`config.mk`:
```
export PLATFORM = sky130hd
export DESIGN_NAME = uart_tx_core
export DESIGN_NICKNAME = d
export VERILOG_FILES = /design/src/rtl/uart_tx_core.sv
export SDC_FILE = /design/constraint.sdc
export NUM_CORES = 1
export LEC_CHECK = 0
export CORE_MARGIN = 1.5
export CORE_UTILIZATION = 50
export CTS_CLUSTER_SIZE = 28
export DETAILED_ROUTE_END_ITERATION = 10
export HOLD_SLACK_MARGIN = 0.05
export PLACE_DENSITY = 0.76
export SLEW_MARGIN = 20
export SYNTH_ARGS = -nofsm -noshare
export SYNTH_HDL_FRONTEND = slang
export SYNTH_SLANG_ARGS = --single-unit
export TNS_END_PERCENT = 10
```
`constraint.sdc`:
```
create_clock -name clk -period 3.13 [get_ports clk]
set_clock_uncertainty 0.05 [all_clocks]
set_input_delay 0.626 -clock clk [delete_from_list [all_inputs] [get_ports clk]]
set_output_delay 0.626 -clock clk [all_outputs]
set_load 0.02 [all_outputs]
```
`src/rtl/uart_tx_core.sv`:
```
// ---------------------------------------------------------------------------
// uart_tx_core
//
// UART transmit serializer. A word is accepted on tx_start while IDLE and
// shifted out LSB-first as: start bit, DATA_BITS data bits, optional
// even-parity bit, STOP_BITS stop bits. Every bit boundary is set by the
// external one-clock baud_tick pulse, so the frame is aligned to the baud grid.
//
// Optional feature: define UART_TX_PARITY_EN to insert an even-parity bit
// (PARITY state, encoding 5) between the last data bit and the stop bit(s).
//
// Parameters:
//   DATA_BITS     data word width, 5..9 (default 8)
//   STOP_BITS     number of stop-bit periods, 1 or 2 (default 1)
//
// Ports:
//   clk           system clock, rising edge
//   rst           asynchronous active-high reset
//   enable        block enable; low aborts any frame and holds IDLE
//   baud_tick     one-clock pulse per bit period
//   data_in       word to send, captured when a start is accepted
//   tx_start      start request, honoured only in IDLE
//   tx            serial line, idles high
//   busy          high in START_BIT, DATA, PARITY and STOP
//   done          one-clock pulse when a frame completes normally
//   dbg_tx_state  current FSM state encoding
// ---------------------------------------------------------------------------
module uart_tx_core #(
    parameter int DATA_BITS = 8,
    parameter int STOP_BITS = 1
) (
    input  logic                 clk,
    input  logic                 rst,
    input  logic                 enable,
    input  logic                 baud_tick,
    input  logic [DATA_BITS-1:0] data_in,
    input  logic                 tx_start,
    output logic                 tx,
    output logic                 busy,
    output logic                 done,
    output logic [2:0]           dbg_tx_state
);

    localparam int IDX_W = $clog2(DATA_BITS);

`ifdef UART_TX_PARITY_EN
    typedef enum logic [2:0] {
        S_IDLE   = 3'd0,
        S_START  = 3'd1,
        S_DATA   = 3'd2,
        S_STOP   = 3'd3,
        S_DONE   = 3'd4,
        S_PARITY = 3'd5
    } state_t;
`else
    typedef enum logic [2:0] {
        S_IDLE  = 3'd0,
        S_START = 3'd1,
        S_DATA  = 3'd2,
        S_STOP  = 3'd3,
        S_DONE  = 3'd4
    } state_t;
`endif

    state_t               state;
    logic [DATA_BITS-1:0] shift_reg;
    logic [IDX_W-1:0]     bit_idx;
    logic [1:0]           stop_cnt;
`ifdef UART_TX_PARITY_EN
    // Parity is computed from the word at acceptance, because the shift
    // register no longer holds the whole word by the time it is needed.
    logic                 parity_bit;
`endif

    assign dbg_tx_state = state;

    // NOTE: sequential state is written with non-blocking assignments only, so
    // every register sees the pre-edge value of every other register.
    always_ff @(posedge clk or posedge rst) begin
        if (rst) begin
            // NOTE: the shift register is small and reset explicitly so the
            // datapath starts from a known value; large memories would not be.
            state     <= S_IDLE;
            shift_reg <= '0;
            bit_idx   <= '0;
            stop_cnt  <= '0;
            tx        <= 1'b1;
            busy      <= 1'b0;
            done      <= 1'b0;
`ifdef UART_TX_PARITY_EN
            parity_bit <= 1'b0;
`endif
        end else if (!enable) begin
            // Abort: silent return to IDLE, no done pulse for the lost frame.
            state    <= S_IDLE;
            bit_idx  <= '0;
            stop_cnt <= '0;
            tx       <= 1'b1;
            busy     <= 1'b0;
            done     <= 1'b0;
        end else begin
            done <= 1'b0;
            case (state)
                S_IDLE: begin
                    tx <= 1'b1;
                    // A coincident baud_tick is deliberately not used here:
                    // the start bit waits for the next tick in S_START.
                    if (tx_start) begin
                        shift_reg <= data_in;
                        bit_idx   <= '0;
                        stop_cnt  <= '0;
                        busy      <= 1'b1;
                        state     <= S_START;
`ifdef UART_TX_PARITY_EN
                        parity_bit <= ^data_in;
`endif
                    end
                end

                S_START: begin
                    if (baud_tick) begin
                        tx    <= 1'b0;
                        state <= S_DATA;
                    end
                end

                S_DATA: begin
                    if (baud_tick) begin
                        tx        <= shift_reg[0];
                        shift_reg <= shift_reg >> 1;
                        if (bit_idx == IDX_W'(DATA_BITS - 1)) begin
                            bit_idx <= '0;
`ifdef UART_TX_PARITY_EN
                            state   <= S_PARITY;
`else
                            state   <= S_STOP;
`endif
                        end else begin
                            bit_idx <= bit_idx + 1'b1;
                        end
                    end
                end

`ifdef UART_TX_PARITY_EN
                S_PARITY: begin
                    if (baud_tick) begin
                        tx    <= parity_bit;
                        state <= S_STOP;
                    end
                end
`endif

                S_STOP: begin
                    if (baud_tick) begin
                        tx <= 1'b1;
                        // Leaving on the tick that starts the last stop bit is
                        // safe: a new start bit can only go out on a later tick.
                        if (stop_cnt == 2'(STOP_BITS - 1)) begin
                            stop_cnt <= '0;
                            busy     <= 1'b0;
                            done     <= 1'b1;
                            state    <= S_DONE;
                        end else begin
                            stop_cnt <= stop_cnt + 1'b1;
                        end
                    end
                end

                S_DONE: begin
                    tx    <= 1'b1;
                    state <= S_IDLE;
                end

                default: begin
                    tx    <= 1'b1;
                    busy  <= 1'b0;
                    state <= S_IDLE;
                end
            endcase
        end
    end

endmodule

```
==> results.py, run 1 <==
metrics = {
    "synthesis": {
        "ys_warn_count": 0,
        "syn_avg_cell_area_um2": 11.72,
        "synth-seq-cells": 19,
        "ys_seq_area_frac": 0.4374,
        "ys_types": 30,
        "netlist_area_um2": 1090,
        "synthCells": 93,
        "synth_fp_nets": 110,
    },
    "grt": {
        "use_met1": 0.2337,
        "grt_overflow_total": 0,
        "grtUsageMet3": 0.03333,
        "grt.total_usage": 0.1808,
        "grt.busiest_layer": "met2",
        "use_met2": 0.3000,
        "grt_max_degree": 20,
        "antenna_found_initial": 0,
        "first_global_vias": 756,
        "grt_pass1_wl_um": 3443,
    },
    "cts": {
        "cts_resized": 0,
        "hold_buffers": 0,
        "cts_buffers": 3,
        "clkLatencyLatePin_ps": 290,
        "htree_levels": 1,
        "cts_num_sinks": 19,
        "cts.path.max_buffers": 2,
        "clk_pin_slew_worst_paths_ps": 110,
        "cts_tree": "built",
        "cts-root-buf": "clkbuf_4",
        "cts_setup_buffers": 0,
    },
    "detailed_routing": {
        "drc_errors": 0,
        "antenna_left": 0,
        "num_vias": 796,
        "vias_per_cell": 5.853,
        "drt_iter0_markers": 12,
        "dr.pass1.iters": 4,
        "wl_per_cell_um": 14.44,
        "wl_um": 1964,
    },
    "setup_path": {
        "crit_type": "reg -> out",
        "timing.rr.start": "dbg_tx_state[1]$_DFFE_PP0P_",
        "critical-path-max-stage-delay_ps": 760,
        "cp.depth": 1,
        "path_buf_inv": 1,
        "worstPathArrival_ps": 1760,
        "worstPathCellList": "clkdlybuf4s50_1",
        "cp.required_ps": 2450,
        "crit_family": "flip-flops",
        "r2r_slack_ps": 1150,
        "cp_max_fo": 18,
        "r2r_cells": 3,
        "cpMaxStageDelayCell": "dfrtp_1",
        "regToRegEndpoint": "shift_reg[3]$_DFFE_PP0P_",
        "start_kind": "flop",
        "end_kind": "primary output",
    },
    "place": {
        "port-buffer-count": 18,
        "gp_congestion": 0.7802,
        "dp.cells": 132,
        "dp_hpwl_um": 1451,
    },
    "final_layout": {
        "final_util": 0.6494,
        "regArea_um2": 476.7,
        "largest_reg_flops": 8,
        "antennaDiodeCount": 0,
        "fin_nets": 127,
        "multiInputGateArea_um2": 564.3,
        "fillers": 160,
        "syn2layout_area_growth_pct": 19.29,
        "final_cells": 136,
        "drive_gt1_frac": 0.2202,
    },
    "hold_path": {
        "whs_path_depth": 1,
        "holdPathEnd": "shift_reg[6]$_DFFE_PP0P_",
        "min_from": "shift_reg[6]$_DFFE_PP0P_",
        "hold_class": "reg -> reg",
    },
    "sta": {
        "fmax_ghz": 0.4102,
        "final.period_utilization": 0.7789,
        "fin_tns_setup_ps": 0,
        "final-hold-violation-count": 0,
        "rsz0062_at_grt": "false",
        "worst_slew_pin_slew_ps": 728.8,
        "slew_headroom": 0.5136,
        "finalSetupViolCount": 0,
        "finalMaxSlewViolations": 0,
        "min_period_ps": 2438,
    },
    "floorplanning": {
        "die_height_um": 49.69,
        "core_um2": 2002,
        "die_area_um2": 2469,
        "start_util": 0.5444,
        "die_w_um": 49.69,
        "num_rows": 16,
        "pin_count": 19,
    },
    "pwr": {
        "leakage_uw": 0.0005510,
        "ir_worst_vdd_uv": 277.0,
        "p_per_area_nw_per_um2": 449.6,
    },
    "status": {
        "status": "finished clean",
    },
    "run": {
        "drv_cap": 0,
    },
}
logic make-up (layout without fill, tap and decap cells):
| kind of cell | Yosys count | count (layout) | synth area share |
|---|---|---|---|
| buffers and inverters | 11 | 27 | 0.04478 |
| DFF | 19 | 19 | 0.4374 |
| and+or+nand+nor | 26 | 26 | 0.1711 |
| adders and majority gates | 4 | 4 | 0.04593 |
| muxes | 22 | 22 | 0.2216 |
| AOI/OAI and AO/OA | 11 | 11 | 0.07923 |
power by group:
group | total [uW] | switching, uW | internal (uW)
combinational | 140 | 56.0 | 83.9
clock | 121 | 71.9 | 49.5
sequential | 323 | 36.4 | 287
worst max-delay path by stage:
| stage | start | to | slack (ps) |
|---|---|---|---|
| detailed placement | baud_tick | shift_reg[5]$_DFFE_PP0P_ | 620 |
| finish | dbg_tx_state[0]$_DFFE_PP0P_ | dbg_tx_state[0] | 690 |
| global placement | baud_tick | shift_reg[6]$_DFFE_PP0P_ | 670 |
| CTS | dbg_tx_state[0]$_DFFE_PP0P_ | dbg_tx_state[0] | 690 |
| floorplan | baud_tick | shift_reg[0]$_DFFE_PP0P_ | 1330 |
| global route | dbg_tx_state[0]$_DFFE_PP0P_ | dbg_tx_state[0] | 590 |
metal layers:
layer,wire length [um],share of wire
met1,862,0.44
met5,0,0
met4,20,0.010
met3,81,0.041
met2,1000,0.51
placed cells by master, fill, tap and decap left out:
cell             instances
a211oi_1                 1
a21oi_1                  1
a22o_1                   1
a22oi_1                  1
and3_1                   3
and3b_1                  1
and4b_1                  2
clkbuf_1                 1
clkbuf_4                 3
clkdlybuf4s50_1         18
dfrtp_1                 18
dfstp_2                  1
ha_1                     4
inv_1                    5
mux2_2                  17
mux2i_1                  5
nand2_1                  7
nand2b_1                 2
nand3_1                  3
nor2b_1                  1
nor3_4                   1
nor3b_1                  1
nor3b_4                  1
nor4b_1                  2
nor4bb_1                 1
o2111ai_1                2
o211ai_1                 1
o21ai_0                  1
o22ai_1                  1
o2bb2ai_1                1
o31ai_2                  1
or3b_1                   1
stage by stage:
step / area, um^2 / hold WS [ps] / power, uW / setup WS, ps
after floorplan: 1090 / 425.0 / 421.7 / 1330
after global placement: 1274 / 436.5 / 462.5 / 671.9
after detailed placement: 1274 / 444.9 / 470.2 / 622.7
after CTS: 1300 / 470.2 / 591.6 / 685.4
after global routing: 1300 / 484.9 / 621.0 / 589.0
final: 1300 / 463.8 / 584.5 / 692.1
area by class of cell:
cell class	instances	area share
well taps	27	0.02599
multi-input cells	63	0.4341
flip-flops and latches	19	0.3667
clock buffers	4	0.02021
repair buffers	18	0.1386
inverters	5	0.01444
synth_stat cells:
master,number,share of area
mux2_2,17,0.18
o31ai_2,1,0.011
and3b_1,1,0.0080
a21oi_1,1,0.0046
nor2b_1,1,0.0057
or3b_1,1,0.0080
inv_1,5,0.017
buf_2,6,0.028
nand2_1,7,0.024
nor4bb_1,1,0.0092
a22o_1,1,0.0080
ha_1,4,0.046
nand3_1,3,0.014
o21ai_0,1,0.0046
nor3_4,1,0.015
and4b_1,2,0.018
o2111ai_1,2,0.016
dfstp_2,1,0.024
and3_1,3,0.017
a22oi_1,1,0.0069
dfrtp_1,18,0.41
o22ai_1,1,0.0057
nor3b_1,1,0.0069
nor4b_1,2,0.016
nor3b_4,1,0.017
a211oi_1,1,0.0069
o2bb2ai_1,1,0.0080
mux2i_1,5,0.046
o211ai_1,1,0.0069
nand2b_1,2,0.011
worst reg2reg max path, cell delays in order (launching register included):
cell and delay (ps):
dfrtp_1 630, nor3b_4 530, mux2_2 390, mux2_2 260
No activity file was read; power rests on OpenSTA's default activity.
==> inputs of run 2 (changes only) <==
clock period = 2.5 ns   (was 3.13 ns; I/O delays follow)
==> run 2 against run 1 <==
  * Power rose by 28%
  * Sequential power up 24%
  * Routed wire length increased by 5.7%
  * Highest routed layer unchanged
  * Sequential share of layout area fell by 0.66 points
  * Largest power group unchanged
==> results.py, run 2 (synthesis gave the netlist of run 1 again) <==
metrics = {
    "sta": {
        "finalMaxSlewViolations": 0,
        "final-hold-violation-count": 0,
        "min_period_ps": 2175,
        "fmax_ghz": 0.4598,
        "fin_tns_setup_ps": 0,
        "worst_slew_pin_slew_ps": 738.3,
        "slew_headroom": 0.5072,
        "finalSetupViolCount": 0,
        "final.period_utilization": 0.8700,
        "rsz0062_at_grt": "false",
    },
    "setup_path": {
        "r2r_slack_ps": 540,
        "cp.required_ps": 1950,
        "cpMaxStageDelayCell": "clkdlybuf4s50_1",
        "crit_family": "buffers and inverters",
        "cp.depth": 1,
        "critical-path-max-stage-delay_ps": 690,
        "worstSetupEndpoint": "dbg_tx_state[1]",
        "cp_max_fo": 15,
        "r2r_cells": 3,
        "worstPathCellList": "clkdlybuf4s50_1",
        "regToRegEndpoint": "shift_reg[4]$_DFFE_PP0P_",
        "worstPathArrival_ps": 1630,
        "crit_type": "reg -> out",
        "start_kind": "flop",
        "end_kind": "primary output",
        "cp-startpoint": "dbg_tx_state[1]$_DFFE_PP0P_",
        "path_buf_inv": 1,
        "timing.rr.start": "dbg_tx_state[1]$_DFFE_PP0P_",
    },
    "place": {
        "port-buffer-count": 18,
        "gp_congestion": 0.8154,
        "placed_area_um2": 1296,
        "dp_hpwl_um": 1538,
    },
    "status": {
        "status": "finished clean",
    },
    "pwr": {
        "power.internal_uw": 528.9,
        "clkPwrFrac": 0.213,
        "p_per_area_nw_per_um2": 566.7,
        "finalPower_uw": 750.2,
        "switchingPower_uw": 221.4,
        "ir_worst_vdd_uv": 369.9,
        "leakage_uw": 0.0005685,
        "p_comb_frac": 0.253,
        "seq_power_share": 0.535,
        "swShare": 0.2951,
    },
    "grt": {
        "grt_overflow_total": 0,
        "antenna_found_initial": 0,
        "grt_pass1_wl_um": 3822,
        "grt_max_degree": 20,
        "first_global_vias": 827,
        "grt.total_usage": 0.2052,
    },
    "detailed_routing": {
        "dr.pass1.iters": 4,
        "antenna_left": 0,
        "wl_um": 2076,
        "drc_errors": 0,
        "vias_per_cell": 5.547,
        "num_vias": 771,
        "wl_per_cell_um": 14.94,
        "drt_iter0_markers": 18,
    },
    "final_layout": {
        "fillers": 158,
        "syn2layout_area_growth_pct": 21.47,
        "design_area_um2": 1324,
        "largest_reg_flops": 8,
        "drive_gt1_frac": 0.2500,
        "fin_nets": 130,
        "final_cell_mix": "dfrtp_1 (18), clkdlybuf4s50_1 (18), mux2_2 (17)",
        "antennaDiodeCount": 0,
    },
    "cts": {
        "cts-root-buf": "clkbuf_4",
        "hold_buffers": 0,
        "clk_pin_slew_worst_paths_ps": 110,
        "cts_num_sinks": 19,
        "cts_resized": 0,
        "cts.path.max_buffers": 2,
        "cts_buffers": 3,
        "cts_setup_buffers": 0,
        "cts_tree": "built",
        "clkLatencyLatePin_ps": 300,
        "htree_levels": 1,
    },
    "floorplanning": {
        "die_w_um": 49.69,
        "pin_count": 19,
        "start_util": 0.5444,
        "die_area_um2": 2469,
        "die_height_um": 49.69,
        "core_um2": 2002,
        "num_rows": 16,
    },
    "run": {
        "drv_cap": 0,
    },
    "hold_path": {
        "hold_class": "reg -> reg",
    },
}
-- run 2: changes by cell type in the layout (fill, tap and decap cells not counted) --
| cell | before | now |
|---|---|---|
| buf_4 | 0 | 3 |
| clkinv_2 | 0 | 1 |
| clkbuf_1 | 1 | 0 |
-- run 2: worst min path at each step --
stage,slack [ps],startpoint,depth (start not counted),to
after CTS,480,shift_reg[5]$_DFFE_PP0P_,1,shift_reg[5]$_DFFE_PP0P_
after floorplan,400,rst,1,bit_idx[0]$_DFFE_PP0P_
after global placement,440,shift_reg[2]$_DFFE_PP0P_,1,shift_reg[2]$_DFFE_PP0P_
final,480,shift_reg[5]$_DFFE_PP0P_,1,shift_reg[5]$_DFFE_PP0P_
after detailed placement,450,shift_reg[6]$_DFFE_PP0P_,1,shift_reg[6]$_DFFE_PP0P_
after global routing,500,shift_reg[3]$_DFFE_PP0P_,1,shift_reg[3]$_DFFE_PP0P_
-- run 2: through the flow --
step | utilization | setup slack (ps) | hold WS (ps) | instances
CTS | 0.6613 | 317.7 | 483.1 | 139
floorplan | - | 722.4 | 400.4 | 93
global route | 0.6613 | 241.3 | 498.2 | 139
finish | 0.6613 | 325.0 | 477.7 | 139
detailed placement | 0.6475 | 345.7 | 450.5 | 135
global placement | 0.6475 | 391.1 | 439.9 | 135
-- run 2: area by class of cell --
cell class | count | area [um^2] | area share
flip-flops and latches | 19 | 476.7 | 0.3601
inverters | 5 | 18.77 | 0.01418
multi-input cells | 63 | 564.3 | 0.4263
clock buffers | 3 | 22.52 | 0.01701
clock inverters | 1 | 5.005 | 0.003781
well taps | 27 | 33.78 | 0.02552
repair buffers | 21 | 202.7 | 0.1531
-- run 2: layer usage --
| layer | GRT usage | vias to the layer above | routed length [um] |
|---|---|---|---|
| met5 | 0 | - | 0 |
| met4 | 0.07870 | 0 | 24 |
| met3 | 0.04545 | 4 | 83 |
| met2 | 0.3400 | 17 | 1093 |
| met1 | 0.2604 | 372 | 876 |
| li1 | - | 378 | - |
-- run 2: power by group through the flow --
| stage | clock [uW] | combinational [uW] | sequential (uW) |
|---|---|---|---|
| after floorplan | 0 | 132 | 395 |
| after global placement | 0 | 184 | 403 |
| after detailed placement | 0 | 191 | 408 |
| after CTS | 162 | 192 | 402 |
| after global routing | 178 | 209 | 409 |
| final | 160 | 189 | 401 |
==> inputs of run 3 (changes only) <==
REMOVE_ABC_BUFFERS = 1   (was default)
==> run 3 against run 2 <==
  * Register-to-register slack about the same
  * Largest cell class unchanged
  * Cell area is essentially flat
  * Sequential power about the same
  * Largest power group unchanged
  * Routed wire length is 5.3% lower
  * Cell count did not move
  * Utilization is 0.062 points lower
  * Count of clock-buffer cells in the layout increased by 1
  * Sequential share of layout area barely moved
==> results.py, run 3 (synthesis gave the netlist of run 1 again) <==
metrics = {
    "floorplanning": {
        "pin_count": 19,
        "die_w_um": 49.69,
        "die_height_um": 49.69,
        "num_rows": 16,
        "start_util": 0.5444,
        "core_um2": 2002,
        "die_area_um2": 2469,
    },
    "final_layout": {
        "fin_nets": 130,
        "antennaDiodeCount": 0,
        "drive_gt1_frac": 0.2411,
        "final_cell_mix": "dfrtp_1 (18), clkdlybuf4s50_1 (18), mux2_2 (17)",
        "design_area_um2": 1323,
        "largest_reg_flops": 8,
        "syn2layout_area_growth_pct": 21.35,
    },
    "grt": {
        "grt_max_degree": 20,
        "grt.total_usage": 0.1902,
        "grt_overflow_total": 0,
        "first_global_vias": 809,
        "grt_pass1_wl_um": 3574,
        "antenna_found_initial": 0,
    },
    "cts": {
        "clk_pin_slew_worst_paths_ps": 110,
        "cts_resized": 0,
        "cts.path.max_buffers": 2,
        "cts_setup_buffers": 0,
        "htree_levels": 1,
        "cts_num_sinks": 19,
        "hold_buffers": 0,
        "cts_tree": "built",
        "cts_buffers": 3,
        "clkLatencyLatePin_ps": 300,
        "cts-root-buf": "clkbuf_4",
    },
    "status": {
        "status": "finished clean",
    },
    "place": {
        "gp_congestion": 0.7710,
        "port-buffer-count": 18,
        "dp_hpwl_um": 1477,
        "placed_area_um2": 1296,
    },
    "hold_path": {
        "holdPathEnd": "shift_reg[4]$_DFFE_PP0P_",
        "whs_path_depth": 1,
        "hold_class": "reg -> reg",
        "min_from": "shift_reg[4]$_DFFE_PP0P_",
    },
    "setup_path": {
        "crit_family": "buffers and inverters",
        "cpMaxStageDelayCell": "clkdlybuf4s50_1",
        "start_kind": "flop",
        "regToRegEndpoint": "shift_reg[1]$_DFFE_PP0P_",
        "cp_max_fo": 15,
        "path_buf_inv": 1,
        "end_kind": "primary output",
        "worstPathCellList": "clkdlybuf4s50_1",
        "cp.required_ps": 1950,
        "r2r_slack_ps": 550,
        "crit_type": "reg -> out",
        "critical-path-max-stage-delay_ps": 690,
        "r2r_cells": 3,
        "timing.rr.start": "dbg_tx_state[1]$_DFFE_PP0P_",
        "cp.depth": 1,
        "worstPathArrival_ps": 1620,
    },
    "detailed_routing": {
        "antenna_left": 0,
        "wl_um": 1966,
        "drc_errors": 0,
        "dr.pass1.iters": 5,
        "vias_per_cell": 5.806,
        "wl_per_cell_um": 14.14,
        "drt_iter0_markers": 10,
        "num_vias": 807,
    },
    "pwr": {
        "leakage_uw": 0.0005657,
        "p_per_area_nw_per_um2": 565.5,
        "ir_worst_vdd_uv": 423.9,
    },
    "sta": {
        "fmax_ghz": 0.4615,
        "rsz0062_at_grt": "false",
        "finalMaxSlewViolations": 0,
        "slew_headroom": 0.5240,
        "final.period_utilization": 0.8666,
        "fin_tns_setup_ps": 0,
        "finalSetupViolCount": 0,
        "min_period_ps": 2167,
        "final-hold-violation-count": 0,
        "worst_slew_pin_slew_ps": 713.2,
    },
    "run": {
        "drv_cap": 0,
    },
}
==> run 3: where the power goes <==
| part | internal [uW] | switching, uW |
|---|---|---|
| combinational | 110 | 77.4 |
| clock | 62.3 | 98.7 |
| sequential | 359 | 40.3 |
| total | 531 | 216 |
==> run 3: final cells by class <==
cell class	count	area, um^2
fill	168	679.4
multi-input combinational	63	564.3
sequential	19	476.7
timing repair buffer	21	202.7
tap	27	33.78
clock buffer	4	26.28
inverter	5	18.77
==> run 3: metrics by stage <==
stage               hold slack (ps)  instances  setup slack, ps  power (uW)  utilization
floorplan                     400.4         87            653.9       518.8            -
CTS                           470.6        139            329.6       750.3       0.6606
finish                        470.7        139            333.4       747.9       0.6606
detailed placement            444.9        135            378.7       594.3       0.6475
global route                  498.0        139            221.3       791.4       0.6606
global placement              434.4        135            393.8       585.0       0.6475
==> run 3: worst register-to-register path, cell delays in order, from the launching register on <==
cell	delay, ps
dfrtp_1	630
nor3b_4	520
mux2_2	400
mux2_2	260
==> run 3: how the worst max path moves through the flow <==
stage / startpoint / to / slack [ps]
after floorplan: dbg_tx_state[1]$_DFFE_PP0P_ / shift_reg[0]$_DFFE_PP0P_ / 650
after global placement: baud_tick / shift_reg[4]$_DFFE_PP0P_ / 390
after detailed placement: tx_start / shift_reg[3]$_DFFE_PP0P_ / 380
after CTS: dbg_tx_state[1]$_DFFE_PP0P_ / dbg_tx_state[1] / 330
after global routing: dbg_tx_state[1]$_DFFE_PP0P_ / dbg_tx_state[1] / 220
final: dbg_tx_state[1]$_DFFE_PP0P_ / dbg_tx_state[1] / 330
==> run 3: per-layer routing <==
layer / part of all wire / GRT usage / vias up
li1: - / - / 381
met1: 0.46 / 0.2283 / 405
met2: 0.48 / 0.3311 / 18
met3: 0.039 / 0.03333 / 3
met4: 0.015 / 0.08333 / 0
met5: 0 / 0 / -
